`src/rtl/branch_pc_ctrl.sv`:
```
// branch_pc_ctrl: owns the fetch PC and applies control-flow redirects
// resolved in ID (conditional branches, J/JAL, JR/JALR).
// A redirect that resolves while the pipeline is stalled is captured
// together with its link information. It is then applied on the first
// unstalled cycle.
// if_id_reset is combinational so the IF/ID register can consume it at the
// same edge that loads the new PC. link_we, link_addr and addr_err are
// registered and line up with the cycle in which pc shows the redirect target.
// dbg_state exposes the FSM state (0 = RUN, 1 = PENDING) for observation.
module branch_pc_ctrl #(
    parameter logic [31:0] RESET_PC   = 32'h0000_0000,
    parameter int          DELAY_SLOT = 1,
    parameter int          CNT_W      = 16
) (
    input  logic             clk,
    input  logic             reset,
    input  logic             stall,
    input  logic [31:0]      id_pc,
    input  logic             br_valid,
    input  logic             cond_true,
    input  logic             jump,
    input  logic             jr,
    input  logic             link_req,
    input  logic [15:0]      imm16,
    input  logic [25:0]      jidx26,
    input  logic [31:0]      rs_value,
    output logic [31:0]      pc,
    output logic             if_id_reset,
    output logic             link_we,
    output logic [31:0]      link_addr,
    output logic             addr_err,
    output logic [CNT_W-1:0] taken_cnt,
    output logic             dbg_state
);

    typedef enum logic {
        ST_RUN     = 1'b0,
        ST_PENDING = 1'b1
    } state_t;

    // With a delay slot the instruction behind the branch executes, so no flush.
    localparam logic            FLUSH_ON_REDIRECT = (DELAY_SLOT == 0);
    localparam logic [CNT_W-1:0] CNT_MAX          = {CNT_W{1'b1}};
    localparam logic [CNT_W-1:0] CNT_ONE          = {{(CNT_W-1){1'b0}}, 1'b1};

    state_t      state;
    logic [31:0] pend_tgt;
    logic        pend_link;
    logic [31:0] pend_link_addr;
    logic        pend_err;

    logic [31:0] seq_pc;
    logic [31:0] br_off;
    logic [31:0] br_tgt;
    logic [31:0] j_tgt;
    logic [31:0] jr_tgt;
    logic [31:0] link_calc;
    logic        take_br;
    logic        redirect;
    logic        jr_misalign;
    logic [31:0] target;
    logic [CNT_W-1:0] cnt_next;

    assign dbg_state = state;

    // Target arithmetic for the instruction in ID; everything wraps mod 2^32.
    always_comb begin
        seq_pc      = id_pc + 32'd4;
        br_off      = {{14{imm16[15]}}, imm16, 2'b00};
        br_tgt      = seq_pc + br_off;
        j_tgt       = {seq_pc[31:28], jidx26, 2'b00};
        jr_tgt      = {rs_value[31:2], 2'b00};
        link_calc   = id_pc + 32'd8;
        take_br     = br_valid & cond_true;
        redirect    = jr | jump | take_br;
        jr_misalign = jr & (rs_value[1:0] != 2'b00);
        // JR beats J beats a taken branch.
        if (jr) begin
            target = jr_tgt;
        end else if (jump) begin
            target = j_tgt;
        end else begin
            target = br_tgt;
        end
        cnt_next = (taken_cnt == CNT_MAX) ? taken_cnt : taken_cnt + CNT_ONE;
    end

    // IF/ID flush: held during reset, otherwise raised in any cycle whose edge
    // loads a redirect target (fresh in RUN or replayed from PENDING).
    always_comb begin
        if_id_reset = 1'b0;
        if (reset) begin
            if_id_reset = 1'b1;
        end else if (!stall) begin
            if ((state == ST_RUN && redirect) || state == ST_PENDING) begin
                if_id_reset = FLUSH_ON_REDIRECT;
            end
        end
    end

    // PC / redirect FSM with registered side outputs.
    always_ff @(posedge clk) begin
        if (reset) begin
            pc             <= RESET_PC;
            state          <= ST_RUN;
            pend_tgt       <= 32'd0;
            pend_link      <= 1'b0;
            pend_link_addr <= 32'd0;
            pend_err       <= 1'b0;
            link_we        <= 1'b0;
            link_addr      <= 32'd0;
            addr_err       <= 1'b0;
            taken_cnt      <= '0;
        end else begin
            link_we  <= 1'b0;
            addr_err <= 1'b0;
            case (state)
                ST_RUN: begin
                    if (!stall) begin
                        if (redirect) begin
                            pc        <= target;
                            taken_cnt <= cnt_next;
                            addr_err  <= jr_misalign;
                        end else begin
                            pc <= pc + 32'd4;
                        end
                        // Link is written whether or not the branch is taken.
                        if (link_req) begin
                            link_we   <= 1'b1;
                            link_addr <= link_calc;
                        end
                    end else if (redirect) begin
                        // Freeze the decision now: ID flags may change while stalled.
                        pend_tgt       <= target;
                        pend_link      <= link_req;
                        pend_link_addr <= link_calc;
                        pend_err       <= jr_misalign;
                        state          <= ST_PENDING;
                    end
                end
                ST_PENDING: begin
                    // ID inputs are ignored here; only the captured decision counts.
                    if (!stall) begin
                        pc        <= pend_tgt;
                        taken_cnt <= cnt_next;
                        addr_err  <= pend_err;
                        if (pend_link) begin
                            link_we   <= 1'b1;
                            link_addr <= pend_link_addr;
                        end
                        state <= ST_RUN;
                    end
                end
                default: state <= ST_RUN;
            endcase
        end
    end

endmodule

```
`config.mk`:
```
export PLATFORM = sky130hd
export DESIGN_NAME = branch_pc_ctrl
export DESIGN_NICKNAME = d
export VERILOG_FILES = /design/src/rtl/branch_pc_ctrl.sv
export SDC_FILE = /design/constraint.sdc
export NUM_CORES = 1
export LEC_CHECK = 0
export CAP_MARGIN = 10
export CORE_UTILIZATION = 25
export CTS_CLUSTER_SIZE = 25
export DETAILED_ROUTE_END_ITERATION = 8
export PLACE_DENSITY = 0.52
export SYNTH_ARGS = -nofsm -noshare
export SYNTH_HDL_FRONTEND = slang
export SYNTH_SLANG_ARGS = --single-unit
```
`constraint.sdc`:
```
create_clock -name clk -period 7.4 [get_ports clk]
set_input_delay 1.11 -clock clk [delete_from_list [all_inputs] [get_ports clk]]
set_output_delay 1.11 -clock clk [all_outputs]
set_load 0.05 [all_outputs]
```
### Word-level counts from Yosys, hierarchy flattened

Cells that the tools add are included.

* bits in registers: 149
* bits of input ports: 114
* output and inout bits: 84
* word-level logic and storage cells: 61

* add/sub/neg operators: 5
* eq/ne operators: 6
* multiplexer cells: 30
* bitwise operators: 5
* reductions and logical operators: 5

Operators with widths (count)
* $mux 32: 9
* $pmux 32 s2: 2
* $add 32x3->32 const B: 2
* $mux 16: 4
* $add 32x32->32: 1
* $add 32x4->32 const B: 1
* $pmux 16 s2: 1
* $add 16x1->16 const B: 1
* $eq 16x16->1 const B: 1
* $mux 1: 11
* $ne 2x2->1 const B: 4
* $pmux 1 s2: 3
* $reduce_and 3->1: 2
* $reduce_and 4->1: 1
* $and 1x1->1: 2
* $ne 2x1->1 const B: 1
* $or 1x1->1: 2
* $reduce_and 2->1: 1
* $reduce_bool 2->1: 1
* $not 1->1: 1

### Depth between registers and ports, before layout

* word-level depth: 7
* depth in mapped cells: 18
* gate-level depth less buffers: 17

### Least setup slack after synthesis

OpenSTA, ideal clock, no wires.

* kind: input-to-reg
* from: in id_pc[8]
* to: reg pc[31]
* setup time: 0.138 ns
* arrival time: 4.601 ns
* data required time: 7.262 ns
* slack: 2.662 ns
* cell stages on the path: 16
* path buffers: 2
* path through: clkbuf_1 -> and3_1 -> and4_1 -> and3_1 -> and3_1 -> clkbuf_1 -> nand4_1 -> xnor2_1 -> ha_1 -> inv_1 -> o21ai_0 -> a221o_1 -> a221oi_2 -> mux4_2 -> nor3_1 -> a2111oi_2

* longest elaborated chain between the ends: 7

RTL lines
* start: declaration: RTL line 18 `input logic [31:0] id_pc,`
* $add 32x3->32 (*): RTL line 68 `seq_pc = id_pc + 32'd4;`
* $add 32x32->32: RTL line 70 `br_tgt = seq_pc + br_off;`
* $mux 32 (*): RTL line 80 `end else if (jump) begin`
* $mux 32 (*): RTL line 78 `if (jr) begin`
* $mux 32 (*): RTL line 120 `if (redirect) begin`
* $mux 32 (*): RTL line 119 `if (!stall) begin`
* $pmux 32 s2 (*): RTL line 117 `case (state)`
* end signal: assignment: RTL line 121 `pc <= target;`
* end signal: assignment: RTL line 125 `pc <= pc + 32'd4;`
* end signal: assignment: RTL line 144 `pc <= pend_tgt;`
* end: declaration: RTL line 27 `output logic [31:0] pc,`

Mark *: on every way between the ends. The rest lies on a longest branch, timed or not. The select of a mux whose other input is x is not followed.
A chain may end at the register's enable or synchronous reset.

### Worst setup path in the final report

* from: in id_pc[2]
* to: reg pc[31]

The elaborated chain is that of the path after synthesis.

==> flow_metrics.py <==
metrics = {
    "placement": {
        "routabilityCongestion": 0.874,
        "placedCellCount": 1951,
        "hpwlAfterDp_microns": 28400,
        "dpl_worst_slack_ps": 1380,
        "portBuffers": 197,
    },
    "sta": {
        "setup_tns_ps": 0,
        "fmax_ghz": 0.178,
        "rsz0062_at_grt": "no",
        "finalCritPeriodShare_pct": 76.0,
        "fin_crit_ps": 5620,
        "relSlewSlack_pct": 29.4,
        "clock_skew_ps": 10.2,
        "tightest_slew_ps": 1050,
        "holdWs_ps": 452,
        "finalHoldViolCount": 0,
        "layout_setup_ws_ps": 1780,
        "setup_viol": 0,
        "drv_slew": 0,
    },
    "floorplanning": {
        "initial_utilization_pct": 25.6,
        "die_x_microns": 199,
        "die_h_microns": 199,
        "rows": 71,
        "dieArea_sq_mm": 0.0397,
        "num_io_pins": 198,
        "core_sq_mm": 0.0379,
    },
    "worst_setup_path": {
        "r2r-start": "pc[4]",
        "critPathRequiredTime_ps": 7670,
        "ff2ff_setup_slack_ps": 4630,
        "cp_max_fo": 14,
        "reg2reg_to": "pc[31]",
        "worst_ep_arrival_time_ps": 5890,
        "critPathLaunchType": "primary input",
        "crit_end": "pc[31]",
        "reg2reg_depth": 9,
        "startpoint": "id_pc[2]",
        "path_class": "in -> reg",
        "cp-end-kind": "register",
    },
    "yosys": {
        "synthArstFlopShare_pct": 0,
        "netlist_instances": 1313,
        "syn-cell-area_sq_mm": 0.00972,
        "synth-main-ff-cell": "dfxtp_1",
        "avgSynthCellArea_sq_um": 7.40,
        "syn-num-nets": 1465,
        "synth_edf_count": 0,
        "synth_cell_types": 66,
        "yosys_warnings": 0,
        "ys_seq_area_share_pct": 30.7,
        "ys_ff_latch": 149,
    },
    "job": {
        "drv_cap": 0,
    },
    "cells_and_area": {
        "finalNonFillerCells": 1984,
        "nets": 1611,
        "drive_gt1_share_pct": 4.69,
        "layout_commonest_cell": "nand2_1",
        "synthToLayoutAreaGrowth_pct": 31.1,
        "final_util_pct": 33.6,
        "final_cell_mix": "nand2_1, clkdlybuf4s50_1, dfxtp_1",
    },
    "drt": {
        "ant_nets": 0,
        "wl_met1_microns": 17200,
        "drt_pre_antenna_iters": 5,
        "wl_per_cell_microns": 18.6,
        "routed-wl-met2_microns": 17200,
        "num_vias": 9813,
        "viasPerCell": 4.95,
        "drt_iter0_drc": 523,
        "routed-wl-met3_microns": 2130,
        "wirelength_microns": 36900,
        "top_layer_used": "met5",
        "remaining_drc_errors": 0,
    },
    "global_routing": {
        "grtUsageTotal_pct": 18.6,
        "grt-ovfl-total": 0,
        "grt_pass1_vias": 9374,
        "antenna_found_initial": 2,
        "grt_first_pass_wirelength_microns": 56000,
        "grt_max_degree": 77,
    },
    "power_and_ir_drop": {
        "power_switching_uw": 866,
        "ir_drop_mv": 0.158,
        "power_frac_comb_pct": 26.8,
        "p_leak_uw": 0.00459,
        "sequentialPowerShare_pct": 35.6,
        "internal-power_uw": 1660,
        "p_per_area_mw_per_mm2": 198,
        "clkPwrFrac_pct": 37.6,
        "p_sw_share_pct": 34.3,
    },
    "clock_tree": {
        "cts_hold_buf": 0,
        "htreeDepth": 4,
        "insertion_delay_ps": 430,
        "clkSlewWorstSetupHoldPaths_ps": 70,
        "cts_made_buffers": 17,
        "post_cts_buffers": 0,
        "clock_path_buffers": 2,
        "cts-root-buf": "clkbuf_16",
        "cts_resized": 0,
        "cts.sinks": 149,
        "cts_tree": "yes",
    },
    "outcome": {
        "status": "finished clean",
    },
    "hold_path": {
        "min_path_type": "reg -> reg",
    },
}
-- synthesized netlist by cell type, types with 8 or more instances --
cell type  count  area share (%)
o211ai_1      25             1.9
o21ai_0       60             3.1
buf_1          9            0.35
nand3_1       39             2.0
xnor2_1       61             5.5
ha_1          37             4.8
clkbuf_1      68             2.6
and3_1        23             1.5
nor2_1       144             5.6
nand4_1       20             1.3
a21oi_1      131             6.7
and4_1         8            0.72
o21a_1        11            0.85
a221oi_1      17             1.5
a31oi_1       10            0.64
nand2_1      202             7.8
dfxtp_1      149              31
nor3_1        27             1.4
mux2i_1       10             1.0
inv_1         32             1.2
xor2_1        52             4.7
a211oi_1      42             3.2
a21o_1        16             1.2
nor2b_1        8            0.52
-- metrics by stage --
stage	cell area (sq um)	power (uW)
floorplan	9720	1330
global placement	12100	1590
detailed placement	12100	1590
CTS	12700	2550
global route	12700	2660
finish	12700	2530
-- registers in the layout (all words and copies together), names as in the netlist --
name / cells
pc: 32
dbg_state: 1
pend_err: 1
taken_cnt: 16
addr_err: 1
pend_tgt: 32
pend_link: 1
pend_link_addr: 32
link_addr: 32
link_we: 1
-- per-layer routing --
metal / track usage, % / vias up
li1: - / 4954
met1: 24.9 / 4595
met2: 30.8 / 236
met3: 4.19 / 24
met4: 3.33 / 4
met5: 0 / -
-- worst max-delay path, cell delays in order --
cell	delay (ps)
clkdlybuf4s50_1	790
ha_1	270
nand3_1	120
nor2_1	340
nand2_1	170
nor2_1	150
nand2_1	80
xnor2_1	130
ha_1	360
a21oi_1	230
o21ai_1	150
a311oi_1	340
a31oi_1	130
a221o_1	390
a221oi_2	280
mux4_2	540
nor3_1	240
a2111oi_2	70
-- cell type report --
cell class,count,area (sq um)
repair buffers,212,2070
inverters,33,124
fillers,4059,25200
diodes,1,2.50
multi-input cells,1046,6280
clock inverters,14,194
flip-flops and latches,149,2980
clock buffers,18,439
well taps,511,639
-- how the worst min path moves through the flow --
stage	slack (ps)	depth (start not counted)	endpoint	startpoint
floorplan	430	2	pend_tgt[24]	pend_tgt[24]
global placement	440	2	pend_link	pend_link
detailed placement	440	2	link_addr[28]	link_addr[28]
CTS	450	2	link_addr[28]	link_addr[28]
global route	460	2	link_addr[28]	link_addr[28]
finish	450	2	link_addr[28]	link_addr[28]
-- power groups by stage --
stage	Clock (uW)	Combinational [uW]	Sequential (uW)
after floorplan	0	337	994
after global placement	0	678	915
after detailed placement	0	678	917
after CTS	972	681	898
after global routing	1010	739	906
final	951	678	898
-- kinds of logic after synthesis --
logic type | after synthesis | share of synthesized area, %
flip-flops | 149 | 30.7
multiplexers | 12 | 1.38
AND/OR/NAND/NOR | 511 | 23.5
XOR/XNOR | 113 | 10.2
buffers and inverters | 118 | 4.78
AO/OA/AOI/OAI | 372 | 24.4
adder cells (fa/ha/maj) | 38 | 4.97
Power figures use the tool's default switching activity.
